<file path="config.mk">
export PLATFORM = sky130hd
export DESIGN_NAME = load_store_unit
export DESIGN_NICKNAME = d
export VERILOG_FILES = /design/src/rtl/lsu_pkg.sv /design/src/rtl/lsu_load_align.sv /design/src/rtl/load_store_unit.sv
export SDC_FILE = /design/constraint.sdc
export NUM_CORES = 1
export LEC_CHECK = 0
export CAP_MARGIN = 20
export CORE_ASPECT_RATIO = 0.75
export CORE_UTILIZATION = 47
export DETAILED_ROUTE_END_ITERATION = 6
export PLACE_DENSITY = 0.86
export SLEW_MARGIN = 25
export SYNTH_ARGS = -nofsm -noshare
export SYNTH_HDL_FRONTEND = slang
export SYNTH_SLANG_ARGS = --single-unit
</file>
<file path="constraint.sdc">
create_clock -name clk_i -period 8.9 [get_ports clk_i]
set_input_delay 1.78 -clock clk_i [delete_from_list [all_inputs] [get_ports clk_i]]
set_output_delay 1.78 -clock clk_i [all_outputs]
set_load 0.02 [all_outputs]
</file>
<file path="src/rtl/lsu_pkg.sv">
// Shared types, funct3 size codes and lane helpers for the load/store unit.
package lsu_pkg;

    typedef enum logic [1:0] {
        IDLE = 2'b00,
        REQ  = 2'b01,
        RSP  = 2'b10,
        DONE = 2'b11
    } lsu_state_e;

    // Loads and stores share the size field; the unsigned codes exist only for loads.
    localparam logic [2:0] LB  = 3'b000;
    localparam logic [2:0] LH  = 3'b001;
    localparam logic [2:0] LW  = 3'b010;
    localparam logic [2:0] LBU = 3'b100;
    localparam logic [2:0] LHU = 3'b101;
    localparam logic [2:0] SB  = 3'b000;
    localparam logic [2:0] SH  = 3'b001;
    localparam logic [2:0] SW  = 3'b010;

    typedef struct packed {
        logic        we;
        logic [31:0] addr;
        logic [2:0]  funct3;
    } lsu_req_t;

    function automatic logic funct3_legal(input logic [2:0] funct3, input logic we);
        case (funct3)
            LB, LH, LW: return 1'b1;
            LBU, LHU:   return !we;
            default:    return 1'b0;
        endcase
    endfunction

    function automatic logic funct3_aligned(input logic [2:0] funct3, input logic [1:0] addr_lo);
        case (funct3)
            LH, LHU: return !addr_lo[0];
            LW:      return addr_lo == 2'b00;
            default: return 1'b1;
        endcase
    endfunction

    function automatic logic [3:0] byte_enable(input logic [2:0] funct3, input logic [1:0] addr_lo);
        case (funct3)
            SB, LBU: return 4'b0001 << addr_lo;
            SH, LHU: return 4'b0011 << {addr_lo[1], 1'b0};
            default: return 4'b1111;
        endcase
    endfunction

    function automatic logic [31:0] store_data(input logic [2:0] funct3, input logic [31:0] wdata);
        case (funct3)
            SB:      return {4{wdata[7:0]}};
            SH:      return {2{wdata[15:0]}};
            default: return wdata;
        endcase
    endfunction

endpackage

</file>
<file path="src/rtl/lsu_load_align.sv">
// Selects the addressed byte/half lane of a read word and sign- or zero-extends it.
import lsu_pkg::*;

module lsu_load_align (
    input  logic [31:0] rdata,
    input  logic [2:0]  funct3,
    input  logic [1:0]  addr_lo,
    output logic [31:0] load_data
);

    logic [7:0]  byte_sel;
    logic [15:0] half_sel;

    // NOTE: every output of a combinational block gets a value on every path, otherwise a latch is inferred.
    always_comb begin
        byte_sel  = rdata[{addr_lo, 3'b000} +: 8];
        half_sel  = addr_lo[1] ? rdata[31:16] : rdata[15:0];
        load_data = rdata;
        case (funct3)
            LB:      load_data = {{24{byte_sel[7]}}, byte_sel};
            LH:      load_data = {{16{half_sel[15]}}, half_sel};
            LBU:     load_data = {24'h000000, byte_sel};
            LHU:     load_data = {16'h0000, half_sel};
            default: load_data = rdata;
        endcase
    end

endmodule

</file>
<file path="src/rtl/load_store_unit.sv">
// Memory-stage load/store unit: one outstanding bus transaction, pipeline stall
// while it is in flight, and a fault pulse for misaligned or illegal accesses.
import lsu_pkg::*;

module load_store_unit (
    input  logic        clk_i,
    input  logic        rst_i,
    input  logic        mem_write_m_i,
    input  logic        mem_read_m_i,
    input  logic [2:0]  funct3_m_i,
    input  logic [31:0] addr_m_i,
    input  logic [31:0] wdata_m_i,
    output logic        stall_o,
    output logic [31:0] load_data_o,
    output logic        fault_o,
    output logic        bus_req_o,
    output logic        bus_we_o,
    output logic [31:0] bus_addr_o,
    output logic [3:0]  bus_be_o,
    output logic [31:0] bus_wdata_o,
    input  logic        bus_gnt_i,
    input  logic        bus_rvalid_i,
    input  logic [31:0] bus_rdata_i
);

    lsu_state_e  state_q, state_d;
    lsu_req_t    req_q;
    logic [3:0]  be_q;
    logic [31:0] wdata_q;
    logic [31:0] load_q;
    logic [31:0] aligned_data;

    logic access;
    logic access_ok;
    logic accept;
    logic capture_load;

    assign access    = mem_write_m_i | mem_read_m_i;
    assign access_ok = funct3_legal(funct3_m_i, mem_write_m_i)
                     & funct3_aligned(funct3_m_i, addr_m_i[1:0]);

    lsu_load_align u_load_align (
        .rdata     (bus_rdata_i),
        .funct3    (req_q.funct3),
        .addr_lo   (req_q.addr[1:0]),
        .load_data (aligned_data)
    );

    always_comb begin
        state_d      = state_q;
        accept       = 1'b0;
        capture_load = 1'b0;
        stall_o      = 1'b0;
        fault_o      = 1'b0;
        bus_req_o    = 1'b0;
        case (state_q)
            IDLE: begin
                if (access) begin
                    if (access_ok) begin
                        accept  = 1'b1;
                        stall_o = 1'b1;
                        state_d = REQ;
                    end else begin
                        fault_o = 1'b1;
                    end
                end
            end
            REQ: begin
                bus_req_o = 1'b1;
                stall_o   = 1'b1;
                if (bus_gnt_i) state_d = RSP;
            end
            RSP: begin
                stall_o = 1'b1;
                if (bus_rvalid_i) begin
                    capture_load = !req_q.we;
                    state_d      = DONE;
                end
            end
            DONE:    state_d = IDLE;
            default: state_d = IDLE;
        endcase
        // The IDLE-state outputs depend on live inputs, so reset must mask them too.
        if (rst_i) begin
            accept  = 1'b0;
            stall_o = 1'b0;
            fault_o = 1'b0;
        end
    end

    // NOTE: state registers use non-blocking assignments so every flop samples pre-edge values.
    // NOTE: the captured request and load result are reset so the bus fields read zero after reset.
    always_ff @(posedge clk_i or posedge rst_i) begin
        if (rst_i) begin
            state_q <= IDLE;
            req_q   <= '0;
            be_q    <= '0;
            wdata_q <= '0;
            load_q  <= '0;
        end else begin
            state_q <= state_d;
            if (accept) begin
                req_q.we     <= mem_write_m_i;
                req_q.addr   <= addr_m_i;
                req_q.funct3 <= funct3_m_i;
                be_q         <= byte_enable(funct3_m_i, addr_m_i[1:0]);
                wdata_q      <= mem_write_m_i ? store_data(funct3_m_i, wdata_m_i) : 32'h0;
            end
            if (capture_load) load_q <= aligned_data;
        end
    end

    assign bus_we_o    = req_q.we;
    assign bus_addr_o  = {req_q.addr[31:2], 2'b00};
    assign bus_be_o    = be_q;
    assign bus_wdata_o = wdata_q;
    assign load_data_o = load_q;

endmodule

</file>
# Word-level counts from Yosys, hierarchy flattened
# Index checks and enable logic that the tools add are counted.
dict set report word_totals {
  ff_bits 106
  out_inout_bits 104
  elab_cells 64
}
dict set report classes {
  n_eq_ne 14
  n_shift 3
  muxes 25
  bitwise_logic 2
  n_reduce_logical 13
}
# cell n
set op_table {}
lappend op_table {{32-bit case mux with 4 select lines} 1}
lappend op_table {{32-bit case mux with 2 select lines} 1}
lappend op_table {{32-bit 2-to-1 mux} 1}
lappend op_table {{32-bit by 6-bit variable part select with 8-bit output} 1}
lappend op_table {{16-bit 2-to-1 mux} 1}
lappend op_table {{3-bit == test (second input constant)} 4}
lappend op_table {{1-bit 2-to-1 mux} 12}
lappend op_table {{2-bit 2-to-1 mux} 4}
lappend op_table {{2-bit != test (second input constant)} 4}
lappend op_table {{2-bit case mux with 4 select lines} 1}
lappend op_table {{4-bit case mux with 2 select lines} 1}
lappend op_table {{2-bit OR reduction} 4}
lappend op_table {{3-bit by 1-bit == test with 1-bit output (second input constant)} 2}
lappend op_table {{3-bit zero test} 2}
lappend op_table {{1-bit case mux with 2 select lines} 3}
lappend op_table {{2-bit == test (second input constant)} 2}
lappend op_table {{2-bit zero test} 2}
lappend op_table {{4-bit AND reduction} 1}
lappend op_table {{1-bit by 2-bit left shift with 4-bit output (first input constant)} 1}
lappend op_table {{2-bit by 2-bit left shift with 4-bit output (first input constant)} 1}
lappend op_table {{3-bit by 2-bit == test with 1-bit output (second input constant)} 1}
lappend op_table {{1-bit zero test} 3}
lappend op_table {{3-bit OR reduction} 1}
lappend op_table {{2-bit by 1-bit == test with 1-bit output (second input constant)} 1}
lappend op_table {{2 further kinds} 2}

# Depth between registers and ports, before layout
# Gate-level depths: netlist of run 1.
dict set report logic_depth {
  depth_word 8
  ltp_mapped 8
  depth_no_buf 6
}

# By module
# Synthesis of run 1 repeated with hierarchy kept, for this count alone.
dict set report unflattened {
  hier_cells 511
  area_unflattened_um2 5595.4
}
# mod instances cells_per_inst area_per_inst_um2
set modules_own_cells {}
lappend modules_own_cells {load_store_unit 1 393 4834.6}
lappend modules_own_cells {lsu_load_align 1 118 760.7}

# Worst setup path after synthesis of run 1
# OpenSTA, ideal clock, no wires.
dict set report synth_path {
  path_type {input to output}
  start {in rst_i}
  end {out stall_o}
  arrival_ps 4562
  t_required_ps 7120
  path_slack_ps 2558
  stages 3
  path_buffers 0
  path_cell_list {inv_1 nand2_1 a21oi_1}
}
dict set report synth_between {
  elab_chain_len 1
}
# item line_no
set synth_rtl {}
lappend synth_rtl {{from (decl)} load_store_unit.sv:7} ;# input logic rst_i,
lappend synth_rtl {{1-bit 2-to-1 mux} load_store_unit.sv:84} ;# if (rst_i) begin
lappend synth_rtl {{to (decl)} load_store_unit.sv:13} ;# output logic stall_o,
# No other way between the ends.

# Worst setup path in the final report of run 1
dict set report layout_path {
  start {in mem_write_m_i}
  end {out stall_o}
}
dict set report layout_between {
  elab_chain_len 7
  word_cells_on_any_way 8
  classes_between {mux (5); bitwise (2); reduce/logical (1)}
}
# item line_no
set layout_rtl {}
lappend layout_rtl {{from (decl)} load_store_unit.sv:8} ;# input logic mem_write_m_i,
lappend layout_rtl {{1-bit zero test} lsu_pkg.sv:30} ;# LBU, LHU: return !we;
lappend layout_rtl {{1-bit case mux with 2 select lines} lsu_pkg.sv:28} ;# case (funct3)
lappend layout_rtl {{1-bit AND} load_store_unit.sv:40} ;# & funct3_aligned(funct3_m_i, addr_m_i[1:0]);
lappend layout_rtl {{1-bit 2-to-1 mux} load_store_unit.sv:59} ;# if (access_ok) begin
lappend layout_rtl {{1-bit 2-to-1 mux (*)} load_store_unit.sv:58} ;# if (access) begin
lappend layout_rtl {{1-bit case mux with 2 select lines (*)} load_store_unit.sv:56} ;# case (state_q)
lappend layout_rtl {{1-bit 2-to-1 mux (*)} load_store_unit.sv:84}
# Every way passes the cells marked *; elsewhere a longest branch is shown, timed or not.

==> metrics.yaml, run 1 <==
logic_synthesis:
  synth.distinct_cells: 43
  syn_area_per_cell_um2: 10.0
  syn_area_um2: 5310
  yosysWarnings: 0
  synth_cells: 529
  synth-seq-cells: 106
  ys_seq_area_frac: 0.499
die:
  start_util: 0.484
  fp.dieH_um: 94.1
  dieArea_um2: 11700
  die_w_um: 125
  rows: 33
  core_um2: 11000
  num_io_pins: 209
detailed_routing:
  via_per_inst: 5.51
  drcViolationCount: 32
  drt_pass1_iterations: 7
  wire_per_inst_um: 17.6
  wirelength_um: 14500
  drtIter0Drc: 364
  drtAntennaViolNets: 0
  num_vias: 4553
sta:
  max_freq_mhz: 163
  fin_tns_setup_ns: 0
  period_share: 0.688
  rsz0062_at_grt: "false"
  tightest_slew_ns: 0.940
  layout_min_cycle_time_ns: 6.12
  relSlewSlack: 0.372
  slew_viol_final: 0
  setup_viol: 0
  clock-skew-final_ns: 0.00939
  hold_viol: 0
critical_path:
  crit_path_max_fanout: 21
  cp-start-kind: "input port"
  r2r_slack_ns: 6.26
  cp.arrival_ns: 4.34
  reg2reg_to: "req_q[1]$_DFFE_PP0P_"
  crit_type: "input port to primary output"
  cp.required_ns: 7.12
  endpoint_kind: "primary output"
  timing.rr.start: "state_q[0]$_DFFE_PP0P_"
  r2r_cells: 7
clocking:
  cts_tree: "built"
  ctsLongestPathBuffers: 2
  cts.root.buffer_cell: "clkbuf_16"
  post-cts-setup-buffers: 0
  clk_latency_ns: 0.35
  numCtsBuffers: 9
  ctsResizeCount: 0
  htree_levels: 3
  cts.clk_slew.worst_paths_ns: 0.07
  hold_buffers: 0
  numClockSinks: 106
power:
  power_leakage_nw: 3.18
  peakVddDrop_mv: 0.231
  power_per_cell_area_nw_per_um2: 329
grt:
  grt_pass1_vias: 4497
  grt_usage: 0.254
  gr-total-overflow: 0
  antenna_found_initial: 0
  grt_max_degree: 72
  grt_pass1_wl_um: 23200
worst_hold_path:
  hp-class: "flip-flop to flip-flop"
  hold_depth: 2
  worstHoldEndpoint: "bus_wdata_o[4]$_DFFE_PP0P_"
  min_from: "bus_wdata_o[4]$_DFFE_PP0P_"
cells_and_area:
  final_nets: 790
  drive_above_1_share: 0.0539
  final_cell_area_um2: 7510
  diodes: 0
  num-fill-cells: 815
  area.growth.synth_to_final_pct: 41.5
  fin_util: 0.684
placed_design:
  dpl-instance-area_um2: 7210
  port_buffers: 206
  gp_congestion: 0.865
  dpl.hpwl_um: 10500
status:
  violations: "DRC"
  outcome: "finished, violations left"
job:
  maxCapViolations: 0
==> how the worst max path moves through the flow <==
stage                  start      end  slack (ns)  depth (start not counted)
5_1_grt        mem_write_m_i  stall_o        2.71                          5
4_1_cts        mem_write_m_i  stall_o        2.80                          5
3_5_place_dp   mem_write_m_i  stall_o        2.80                          5
6_report       mem_write_m_i  stall_o        2.78                          5
2_1_floorplan          rst_i  stall_o        2.56                          3
3_3_place_gp   mem_write_m_i  stall_o        2.86                          5
==> registers in the layout, summed over array words and instances, names as in the netlist <==
| name | flops |
|---|---|
| req_q | 5 |
| bus_we_o | 1 |
| state_q | 2 |
| bus_addr_o | 30 |
| load_data_o | 32 |
| bus_be_o | 4 |
| bus_wdata_o | 32 |
==> Yosys cell counts (all sizes together) <==
| cell type | count | area (um2) |
|---|---|---|
| and3 | 6 | 37.5 |
| clkbuf | 24 | 90.1 |
| ha | 4 | 50.1 |
| mux2i | 31 | 310 |
| o31ai | 16 | 120 |
| a221oi | 2 | 23.8 |
| nand2b | 2 | 12.5 |
| o221ai | 1 | 8.76 |
| buf | 47 | 314 |
| o21ba | 1 | 10.0 |
| o21ai | 33 | 165 |
| o32a | 1 | 10.0 |
| nand2 | 92 | 345 |
| inv | 6 | 22.5 |
| o211ai | 14 | 105 |
| nand3b | 3 | 22.5 |
| nand3 | 34 | 170 |
| o22ai | 1 | 6.26 |
| a21oi | 19 | 95.1 |
| or2 | 1 | 6.26 |
| mux4 | 1 | 22.5 |
| o221a | 7 | 78.8 |
| nor2b | 4 | 25.0 |
| nor4b | 1 | 8.76 |
| clkinv | 1 | 3.75 |
| conb | 1 | 3.75 |
| nand4b | 1 | 8.76 |
| nor3 | 8 | 45.0 |
| a32oi | 1 | 8.76 |
| o21bai | 1 | 7.51 |
| o22a | 1 | 8.76 |
| a31oi | 7 | 43.8 |
| nor4 | 1 | 12.5 |
| mux2 | 35 | 394 |
| nor2 | 14 | 52.6 |
| dfrtp | 106 | 2650 |
| and3b | 1 | 8.76 |
==> per-stage QoR <==
stage,power [W],instances,setup WS (ns),hold WS (ns)
finish,0.00247,826,2.78,0.485
global route,0.00260,826,2.71,0.512
CTS,0.00248,826,2.80,0.490
detailed placement,0.00207,810,2.80,0.473
global placement,0.00202,810,2.86,0.463
floorplan,0.00158,530,2.56,0.465
==> kinds of logic after synthesis <==
logic type	after synthesis	synth area share
AND/OR/NAND/NOR	168	0.142
flip-flops	106	0.499
AO/OA/AOI/OAI	105	0.130
buffers and inverters	78	0.0810
multiplexers	67	0.137
adder cells (fa/ha/maj)	4	0.00942
other	1	0.000706
==> layout by cell type, fill, tap and decap left out, types with 2 or more instances in the layout <==
master | Yosys | routed
nand3_1 | 34 | 34
clkdlybuf4s50_1 | 0 | 206
buf_4 | 33 | 5
o221a_2 | 7 | 7
nor2b_1 | 4 | 4
clkbuf_1 | 24 | 2
o21ai_0 | 5 | 5
o21ai_1 | 28 | 28
inv_1 | 6 | 5
ha_1 | 4 | 4
o211ai_1 | 14 | 14
conb_1 | 1 | 2
nand2b_1 | 2 | 2
mux2_1 | 34 | 34
nand2_1 | 92 | 92
nor3_1 | 7 | 7
o31ai_1 | 16 | 16
nand3b_1 | 3 | 3
dfrtp_1 | 106 | 105
a21oi_1 | 19 | 19
mux2i_1 | 31 | 31
a31oi_1 | 7 | 7
clkbuf_16 | 0 | 9
nor2_1 | 14 | 13
and3_1 | 6 | 6
==> where the power goes <==
part / switching (W) / total [W] / internal, W
sequential: 0.000159 / 0.000857 / 0.000698
clock: 0.000177 / 0.000403 / 0.000226
combinational: 0.000621 / 0.00121 / 0.000587
total: 0.000957 / 0.00247 / 0.00151
==> cell type report <==
class                   count  area (um2)  area share
clock buffers              12         246      0.0328
flip-flops and latches    106        2650       0.353
multi-input cells         346        2260       0.301
repair buffers            211        2100       0.279
inverters                   7        28.8     0.00383
clock inverters             4        51.3     0.00683
well taps                 140         175      0.0233
==> critical path, cell delays in order <==
cell and delay [ns]:
clkdlybuf4s50_1 0.86, a221oi_2 0.72, o221ai_4 0.19, a21oi_1 0.16, clkdlybuf4s50_1 0.62
==> metal layers <==
| layer | vias up | routed length [um] | track usage |
|---|---|---|---|
| li1 | 2130 | - | - |
| met1 | 2191 | 5900 | 0.312 |
| met2 | 213 | 7080 | 0.426 |
| met3 | 19 | 1360 | 0.0871 |
| met4 | 0 | 185 | 0.0761 |
| met5 | - | 0 | 0 |
Note: power is estimated with default switching activity, not from simulation.
==> inputs of run 2 (changes only) <==
Settings changed: CORE_UTILIZATION 47 to 44, PLACE_DENSITY 0.86 to 0.81.
Clock period 8.9 ns to 5.7 ns, I/O delays scaled along.
==> metrics.yaml, run 2 (synthesis results as in run 1) <==
cells_and_area:
  diodes: 0  # unchanged
  drive_above_1_share: 0.0582  # +0.00429
  final_nets: 791  # +0.13%
  layout.cells.most_common: "clkdlybuf4s50_1"
  area.growth.synth_to_final_pct: 41.9
  num-fill-cells: 936  # +15%
  multiInputGateArea_um2: 2260  # about the same
  final_cell_mix: "clkdlybuf4s50_1, dfrtp_1, nand2_1, mux2_1, nand3_1"
  regArea_um2: 2660  # about the same
clocking:
  clk_latency_ns: 0.35  # about the same
  htree_levels: 3  # unchanged
  cts_tree: "built"
  cts.root.buffer_cell: "clkbuf_16"
  hold_buffers: 0  # unchanged
  numCtsBuffers: 9  # unchanged
  cts.clk_slew.worst_paths_ns: 0.07  # about the same
  post-cts-setup-buffers: 0  # unchanged
  ctsResizeCount: 0  # unchanged
  numClockSinks: 106  # unchanged
  ctsLongestPathBuffers: 2  # unchanged
sta:
  layout_min_cycle_time_ns: 4.67
  slew_viol_final: 0  # unchanged
  fin_tns_setup_ns: 0  # unchanged
  period_share: 0.819
  relSlewSlack: 0.341  # -0.0315
  clock-skew-final_ns: 0.0100  # +0.000622 ns
  tightest_slew_ns: 0.987  # +0.0472 ns
  rsz0062_at_grt: "false"
  max_freq_mhz: 214
  setup_viol: 0  # unchanged
  hold_viol: 0  # unchanged
critical_path:
  critical_path_buf_inv_count: 2  # unchanged
  crit_slowest_cell: "clkdlybuf4s50_1"
  path_cells: "clkdlybuf4s50_1 > nor4_2 > o221ai_4 > a21oi_1 > clkdlybuf4s50_1"
  slowest_delay_ns: 0.79  # -0.07 ns
  cpLargestDelayFamily: "buffers and inverters"
  crit_type: "input port to primary output"
  cp.arrival_ns: 3.53  # -0.81 ns
  cp-start-kind: "input port"
  cp.required_ns: 4.56  # -2.56 ns
  endpoint_kind: "primary output"
  crit_path_max_fanout: 13  # -38%
  cpMostUsedCell: "clkdlybuf4s50_1"
job:
  maxCapViolations: 0  # unchanged
detailed_routing:
  wire_per_inst_um: 17.2  # -2.1%
  wirelength_um: 14600  # +0.65%
  drtAntennaViolNets: 0  # unchanged
  via_per_inst: 5.38  # -2.4%
  drt_pass1_iterations: 5  # -2
  drcViolationCount: 0  # -100%
  drtIter0Drc: 297  # -18%
  num_vias: 4566  # +0.29%
die:
  die_w_um: 129  # +3.3%
  dieArea_um2: 12500  # +6.7%
  fp.dieH_um: 97.2  # +3.3%
  num_io_pins: 209  # unchanged
  start_util: 0.456  # -0.0279
  rows: 34  # +3.0%
  core_um2: 11700  # +6.1%
power:
  peakVddDrop_mv: 0.313  # +35%
  finalPower_w: 0.00381  # +54%
  power_leakage_nw: 3.17  # -0.25%
  power_per_cell_area_nw_per_um2: 506  # +54%
placed_design:
  port_buffers: 206  # unchanged
  dpl.hpwl_um: 10600  # +1.1%
  gp_congestion: 0.852  # -1.4%
worst_hold_path:
  hp-class: "flip-flop to flip-flop"
grt:
  grt-busiest-layer: "met2"
  antenna_found_initial: 0  # unchanged
  grt_pass1_vias: 4660  # +3.6%
  gr-usage-met3: 0.0611  # -0.0260
  gr-total-overflow: 0  # unchanged
  use_met1: 0.305  # -0.00720
  grt_pass1_wl_um: 23500  # +1.5%
  grt_max_degree: 73  # +1.4%
  grt_usage: 0.241  # -0.0138
  met2_usage: 0.396  # -0.0307
status:
  outcome: "finished clean"
## run 2: worst min-delay path, delay by kind of cell (launching register included)
| kind | cells | cell delay [ns] |
|---|---|---|
| compound gates | 1 | 0.06 |
| flops | 1 | 0.34 |
| simple gates | 1 | 0.05 |
## run 2: area by class of cell
| type | count | area share |
|---|---|---|
| Clock buffer | 9 | 0.0299 |
| Sequential cell | 106 | 0.352 |
| Multi-Input combinational cell | 346 | 0.300 |
| Clock inverter | 7 | 0.00797 |
| Timing Repair Buffer | 212 | 0.280 |
| Tap cell | 162 | 0.0269 |
| Inverter | 7 | 0.00382 |
## run 2: routing by layer
| metal | wire (um) | up-vias |
|---|---|---|
| met5 | 0 | - |
| met4 | 394 | 0 |
| met3 | 1080 | 30 |
| met2 | 6990 | 199 |
| met1 | 6140 | 2195 |
| li1 | - | 2142 |
## run 2: worst paths after layout
| path | from | end | slack (ns) | cells after the start |
|---|---|---|---|---|
| worst max-delay path | funct3_m_i[0] | stall_o | 1.03 | 5 |
| worst min-delay path | bus_wdata_o[19]$_DFFE_PP0P_ | bus_wdata_o[19]$_DFFE_PP0P_ | 0.48 | 2 |
| worst max register to register | state_q[0]$_DFFE_PP0P_ | bus_addr_o[29]$_DFFE_PP0P_ | 3.07 | 7 |
| worst min register to register | bus_wdata_o[19]$_DFFE_PP0P_ | bus_wdata_o[19]$_DFFE_PP0P_ | 0.48 | 2 |
| max in group asynchronous | rst_i | bus_addr_o[4]$_DFFE_PP0P_ | 3.22 | 3 |
| min in group asynchronous | rst_i | bus_wdata_o[6]$_DFFE_PP0P_ | 1.28 | 2 |
## run 2: power breakdown
group	internal, W	switching [W]	total [W]
registers	0.00109	0.000275	0.00136
logic	0.000915	0.000940	0.00186
clock network	0.000303	0.000291	0.000594
total	0.00231	0.00151	0.00381
## run 2: metrics by stage
step	std cells	hold WS [ns]	setup slack [ns]	utilization	area, um2
after floorplan	530	0.465	0.638	-	5320
after global placement	833	0.463	1.12	0.621	7240
after detailed placement	833	0.468	1.03	0.621	7240
after CTS	849	0.485	1.02	0.646	7530
after global routing	849	0.510	0.923	0.647	7540
final	849	0.481	1.03	0.647	7540
